==> config.mk <==
export PLATFORM = sky130hd
export DESIGN_NAME = mem_arb
export DESIGN_NICKNAME = d
export VERILOG_FILES = /design/src/rtl/mem_arb.sv
export SDC_FILE = /design/constraint.sdc
export NUM_CORES = 1
export LEC_CHECK = 0
export ABC_AREA = 1
export ABC_CLOCK_PERIOD_IN_PS = 2200
export BUFFER_PORTS_ARGS = -buffer_cell sky130_fd_sc_hd__buf_2
export CAP_MARGIN = 10
export CORE_AREA = 8 8 101 103
export DETAILED_ROUTE_END_ITERATION = 10
export DIE_AREA = 0 0 109 111
export GPL_TIMING_DRIVEN = 0
export PLACE_DENSITY = 0.61
export SYNTH_ARGS = -nofsm -noshare
export SYNTH_HDL_FRONTEND = slang
export SYNTH_SLANG_ARGS = --single-unit
==> constraint.sdc <==
create_clock -name clk_i -period 2.2 [get_ports clk_i]
set_input_delay 0.11 -clock clk_i [delete_from_list [all_inputs] [get_ports clk_i]]
set_output_delay 0.11 -clock clk_i [all_outputs]
set_load 0.02 [all_outputs]
==> src/rtl/mem_arb.sv <==
// mem_arb: shares one single-port unified SRAM between the instruction-fetch
// port and the data load/store port of the core.
//
// Each cycle at most one requester is granted and drives the RAM port
// combinationally. Reads are tracked through an RD_LAT-deep tag pipeline so
// that every read response returns to the side that issued it. A starvation
// counter forces an instruction grant after STARVE_MAX lost cycles.
//
// Optional feature: define MEM_ARB_RR_EN to replace fixed data priority with
// a 1-bit round-robin pointer (starvation override still wins).
//
// Ports:
//   clk_i, rst_i                  clock, synchronous active-high reset
//   ireq_valid_i/addr_i/ready_o   instruction read request channel
//   irsp_valid_o/data_o           instruction read response
//   dreq_valid_i/we_i/addr_i/
//   wdata_i/byte_en_i/ready_o     data request channel
//   drsp_valid_o/data_o           data read response
//   ram_en_o/we_o/addr_o/wdata_o  RAM macro request port
//   ram_rdata_i                   RAM read data, RD_LAT cycles after a read
module mem_arb #(
  parameter int XLEN       = 32,
  parameter int RD_LAT     = 1,
  parameter int STARVE_MAX = 3
) (
  input  logic            clk_i,
  input  logic            rst_i,
  input  logic            ireq_valid_i,
  input  logic [XLEN-1:0] ireq_addr_i,
  output logic            ireq_ready_o,
  output logic            irsp_valid_o,
  output logic [XLEN-1:0] irsp_data_o,
  input  logic            dreq_valid_i,
  input  logic            dreq_we_i,
  input  logic [XLEN-1:0] dreq_addr_i,
  input  logic [XLEN-1:0] dreq_wdata_i,
  input  logic [3:0]      dreq_byte_en_i,
  output logic            dreq_ready_o,
  output logic            drsp_valid_o,
  output logic [XLEN-1:0] drsp_data_o,
  output logic            ram_en_o,
  output logic [3:0]      ram_we_o,
  output logic [XLEN-1:0] ram_addr_o,
  output logic [XLEN-1:0] ram_wdata_o,
  input  logic [XLEN-1:0] ram_rdata_i
);

  localparam logic [3:0] STARVE_LIM = 4'(STARVE_MAX);

  logic [3:0]        starve_cnt;
  logic [RD_LAT-1:0] tag_vld;
  logic [RD_LAT-1:0] tag_src;   // 0 = instruction, 1 = data
  logic              gnt_i;
  logic              gnt_d;
  logic              act_i;
  logic              act_d;
  logic              rd_acc;
  logic              last_vld;

`ifdef MEM_ARB_RR_EN
  logic              rr_ptr;    // 1 = instruction preferred on contention
`endif

  // Grant selection: single requester wins outright; on contention the
  // starvation override beats the normal priority rule.
  always_comb begin
    gnt_i = 1'b0;
    gnt_d = 1'b0;
    if (ireq_valid_i && dreq_valid_i) begin
      if (starve_cnt == STARVE_LIM) begin
        gnt_i = 1'b1;
`ifdef MEM_ARB_RR_EN
      end else if (rr_ptr) begin
        gnt_i = 1'b1;
`endif
      end else begin
        gnt_d = 1'b1;
      end
    end else if (ireq_valid_i) begin
      gnt_i = 1'b1;
    end else if (dreq_valid_i) begin
      gnt_d = 1'b1;
    end else begin
      gnt_i = 1'b0;
      gnt_d = 1'b0;
    end
  end

  // Reset forces every output low, so grants are masked while rst_i is high.
  assign act_i  = gnt_i & ~rst_i;
  assign act_d  = gnt_d & ~rst_i;
  assign rd_acc = act_i | (act_d & ~dreq_we_i);

  assign ireq_ready_o = act_i;
  assign dreq_ready_o = act_d;

  // RAM port driven straight from the winner; idle port is all zeros.
  always_comb begin
    ram_en_o    = 1'b0;
    ram_we_o    = 4'b0000;
    ram_addr_o  = '0;
    ram_wdata_o = '0;
    if (act_d) begin
      ram_en_o    = 1'b1;
      ram_we_o    = dreq_we_i ? dreq_byte_en_i : 4'b0000;
      ram_addr_o  = dreq_addr_i;
      ram_wdata_o = dreq_wdata_i;
    end else if (act_i) begin
      ram_en_o    = 1'b1;
      ram_addr_o  = ireq_addr_i;
      ram_wdata_o = dreq_wdata_i;
    end else begin
      ram_en_o    = 1'b0;
    end
  end

  // Starvation counter: counts consecutive lost cycles of a waiting fetch.
  always_ff @(posedge clk_i) begin
    if (rst_i) begin
      starve_cnt <= 4'd0;
    end else if (!ireq_valid_i || gnt_i) begin
      starve_cnt <= 4'd0;
    end else if (starve_cnt != STARVE_LIM) begin
      starve_cnt <= starve_cnt + 4'd1;
    end else begin
      starve_cnt <= starve_cnt;
    end
  end

`ifdef MEM_ARB_RR_EN
  // Round-robin pointer: after a contended grant, prefer the side that lost.
  always_ff @(posedge clk_i) begin
    if (rst_i) begin
      rr_ptr <= 1'b0;
    end else if (ireq_valid_i && dreq_valid_i) begin
      rr_ptr <= gnt_d;
    end else begin
      rr_ptr <= rr_ptr;
    end
  end
`endif

  // Tag pipeline: stage 0 records each accepted read, then shifts every cycle
  // so the last stage lines up with ram_rdata_i.
  always_ff @(posedge clk_i) begin
    if (rst_i) begin
      tag_vld <= '0;
      tag_src <= '0;
    end else begin
      tag_vld[0] <= rd_acc;
      tag_src[0] <= act_d;
      for (int i = 1; i < RD_LAT; i++) begin
        tag_vld[i] <= tag_vld[i-1];
        tag_src[i] <= tag_src[i-1];
      end
    end
  end

  assign last_vld     = tag_vld[RD_LAT-1] & ~rst_i;
  assign irsp_valid_o = last_vld & ~tag_src[RD_LAT-1];
  assign drsp_valid_o = last_vld &  tag_src[RD_LAT-1];
  assign irsp_data_o  = irsp_valid_o ? ram_rdata_i : '0;
  assign drsp_data_o  = drsp_valid_o ? ram_rdata_i : '0;

endmodule

* Word-level counts from Yosys, hierarchy flattened
Index checks and enable logic that the tools add are counted.
** Storage, ports and cells
- Register bits after elaboration :: 6
- Output and inout bits :: 137
- Logic and storage cells :: 37
** Cells by class
- Add/subtract/negate cells :: 1
- Equality and inequality tests :: 2
- Mux-type cells :: 17
- Bitwise operators :: 10
- Reductions and logical operators :: 4
** Operators by type and width (number)
- two-way mux 32 bit :: 6
- two-way mux 1 bit :: 9
- two-way mux 4 bit :: 2
- bitwise AND 1 bit :: 6
- adder 4 x 1 -> 4 bit (second input constant) :: 1
- equality test 4 x 2 -> 1 bit (second input constant) :: 1
- != test 4 x 2 -> 1 bit (second input constant) :: 1
- NOT 1 bit :: 3
- OR reduction 2 bit :: 1
- logical AND 1 bit :: 1
- logical NOT 1 bit :: 1
- logical OR 1 bit :: 1
- bitwise OR 1 bit :: 1

* Logic depth before layout (Yosys ltp)
- Depth after elaboration :: 6
- Mapped depth :: 6
- Gate-level depth less buffers :: 5

* Worst setup path after synthesis
OpenSTA, ideal clock, no wires.
- Path kind :: reg-to-output
- Start :: register starve_cnt[0]
- End :: output port ram_addr_o[0]
- Arrival time :: 1.149 ns
- Data required time :: 2.090 ns
- Path slack :: 0.941 ns
- Stages on the path, launching flop included :: 7
- Buffers on the path :: 1
- Cells stage by stage :: dfxtp_1 > ha_1 > nand2_2 > nand2_2 > buf_4 > nand3_1 > nand2_1
** Between the ends
- Word-level cells in the longest chain between the ends :: 6
- Elaborated cells on any way between the ends :: 9
- Those cells by class :: 1 x eq/ne; 6 x mux; 2 x bitwise
** RTL lines
- from (decl) :: line 50 : logic [3:0] starve_cnt;
- from (signal assigned) :: line 124 : starve_cnt <= starve_cnt + 4'd1;
- from (signal assigned) :: line 126 : starve_cnt <= starve_cnt;
- equality test 4 x 2 -> 1 bit (*) :: line 70 : if (starve_cnt == STARVE_LIM) begin
- two-way mux 1 bit :: line 70
- two-way mux 1 bit :: line 69 : if (ireq_valid_i && dreq_valid_i) begin
- bitwise AND 1 bit :: line 90 : assign act_i = gnt_i & ~rst_i;
- two-way mux 32 bit :: line 108 : end else if (act_i) begin
- two-way mux 32 bit (*) :: line 103 : if (act_d) begin
- to (decl) :: line 43 : output logic [XLEN-1:0] ram_addr_o,
Mark *: on every way between the ends. The rest lies on a longest branch, timed or not.

* Worst setup path in the final report
- Start :: register starve_cnt[0]
- End :: output port ram_addr_o[3]
Same word-level chain as after synthesis.

==> out/results.ini <==
[synth]
syn_inst = 326
ys_ff_latch = 6
synth_fp_nets = 464
syn_avg_cell_area_sq_um = 4.63
yosysSeqAreaShare_pct = 7.95
syn_area_sq_um = 1510
synth_cell_types = 17
yosysWarnings = 0

[worst_setup_path]
critical_path_class = reg2out
critical_path.slowest_cell = dfxtp_1
cp_top_family = simple AND/OR/NAND/NOR gates
path_common_cell = nand2_2
cp.required_ps = 2090
crit_fanout = 10
arrival_ps = 1660
path_cells = ha_1, nand2_2, nand2_2, buf_4, nand3_1, nand2_1, buf_2
path_buf_inv = 2
crit_path_start_kind = flop
slowest_delay_ps = 370
worst_setup_path_end_kind = output pin

[cts]
cts_hold_buf = 0
clk_latency_ps = 220
cts_sinks = 6
cts.clk_slew.worst_paths_ps = 40
cts_buffers = 3
ctsResizeCount = 0
cts_max_level = 1
clockRootBuffer = clkbuf_8
post-cts-setup-buffers = 0
cts_tree = yes
cts_buffer_depth = 2

[cells_and_area]
finish.utilization_pct = 35.7
post_layout_nonfiller_instances = 710
drive_gt1_share_pct = 50.7
antenna_cells = 0
nets = 742
design_area_sq_um = 3050
area_growth_pct = 102

[pwr]
seqPwrFrac_pct = 14.2
power_uw = 807
leakagePower_nw = 2.34
p_sw_uw = 366
cellPowerDensity_nw_per_um2 = 264
pwr-share-comb_pct = 65.7
ir_drop_v = 0.0000896
p_int_uw = 441
power.share.switching_pct = 45.4
clockPowerShare_pct = 20.1

[global_route]
antenna_found_initial = 0
grt_start_max_net_pins = 11
grtUsageTotal_pct = 13.2
grt_pass1_vias = 2732
grt_overflow = 0
grt_first_pass_wirelength_um = 13200

[die]
die_area_sq_um = 12100
initial_utilization_pct = 17.7
io_pins = 274
die_x_um = 109
rows = 34
die_h_um = 111
core_area_sq_um = 8550

[placement]
dp_hpwl_um = 7980
gp_congestion = 0.771
io_buffers = 273
dp.cells = 707
post-place-ws_ps = 638
post_dp_cell_area_sq_um = 3010

[route]
wl_um = 9000
dr.pass1.iters = 4
vias = 2881
first_iter_violations = 109
viasPerCell = 4.06
drtAntennaViolNets = 0
wl_per_cell_um = 12.7
route.detailed.drc = 0

[sta]
whs_ps = 226
fin_tns_setup_ps = 0
clock-skew-final_ps = 3.36
rsz0062_at_grt = false
slew_headroom_pct = 80.5
max_freq_ghz = 0.564
fin_crit_ps = 1770
setup_viol = 0
fin_crit_sh_pct = 80.6
fin_ws_ps = 428
worstMarginPinSlew_ps = 292
hold_viol_final = 0
slew_viol_final = 0

[job]
max-cap-violations = 0

[worst_hold_path]
hp-class = in2reg

[outcome]
outcome = finished, final reports clean

-- logic make-up after synthesis --
group / count (synthesis) / share of synthesized area (%)
XOR/XNOR: 1 / 0.580
flip-flops: 6 / 7.95
AO/OA/AOI/OAI: 2 / 0.663
adder cells (fa/ha/maj): 1 / 0.828
AND/OR/NAND/NOR: 221 / 63.6
buffers and inverters: 95 / 26.3
-- tightest hold or removal path, stage by stage --
cell	delay (ps)
buf_2	120
nand3b_1	110
nand2_1	50
-- final cells by class --
type | instances | area (sq um)
plain buffers | 21 | 120
flip-flops and latches | 6 | 120
repair buffers | 273 | 1370
clock buffers | 3 | 41.3
well taps | 108 | 135
fillers | 956 | 5500
inverters | 74 | 278
multi-input cells | 225 | 992
-- sequential cells by signal, indices dropped and copies added (netlist names) --
register    count
tag_vld         1
tag_src         1
starve_cnt      4
-- power groups by stage --
stage / Sequential, mW / Clock [mW] / Combinational, mW
after floorplan: 0.116 / 0 / 0.285
after global placement: 0.116 / 0 / 0.530
after detailed placement: 0.116 / 0 / 0.536
after CTS: 0.115 / 0.168 / 0.538
after global routing: 0.115 / 0.176 / 0.580
final: 0.115 / 0.162 / 0.530
-- cells in the final DEF (no fill, tap or decap) --
cell type	instances
clkbuf_8	3
inv_2	1
nand3_1	68
nor2_4	3
a21oi_1	2
nand2_1	41
nor2_1	102
nand2_2	2
nand3_2	1
dfxtp_1	6
ha_1	1
nand3b_1	2
inv_1	73
nor2_2	1
nand4_1	1
buf_2	288
buf_4	6
xnor2_1	1
-- path summary, 6_finish.rpt --
path,endpoint,start,slack [ps],cells after the start
hold reg to reg,starve_cnt[0],starve_cnt[0],460,1
setup reg to reg,tag_src,starve_cnt[0],930,4
hold / removal,tag_vld,dreq_we_i,230,3
setup / recovery,ram_addr_o[3],starve_cnt[0],430,7
-- layer usage --
metal / wire (um) / global-route usage [%]
met1: 3140 / 12.6
met2: 4670 / 26.0
met3: 1130 / 4.65
met4: 56 / 2.19
met5: 0 / 0
-- Yosys cell counts --
master	number	area, sq um
dfxtp_1	6	120
nand3b_1	2	15.0
nor2_2	1	6.26
ha_1	1	12.5
nand3_2	1	10.0
nor2_1	102	383
buf_2	15	75.1
buf_4	6	45.0
nand2_1	41	154
a21oi_1	2	10.0
nand4_1	1	6.26
inv_2	1	3.75
nand3_1	68	340
xnor2_1	1	8.76
nor2_4	3	33.8
nand2_2	2	12.5
inv_1	73	274
No activity file was read; power rests on OpenSTA's default activity.
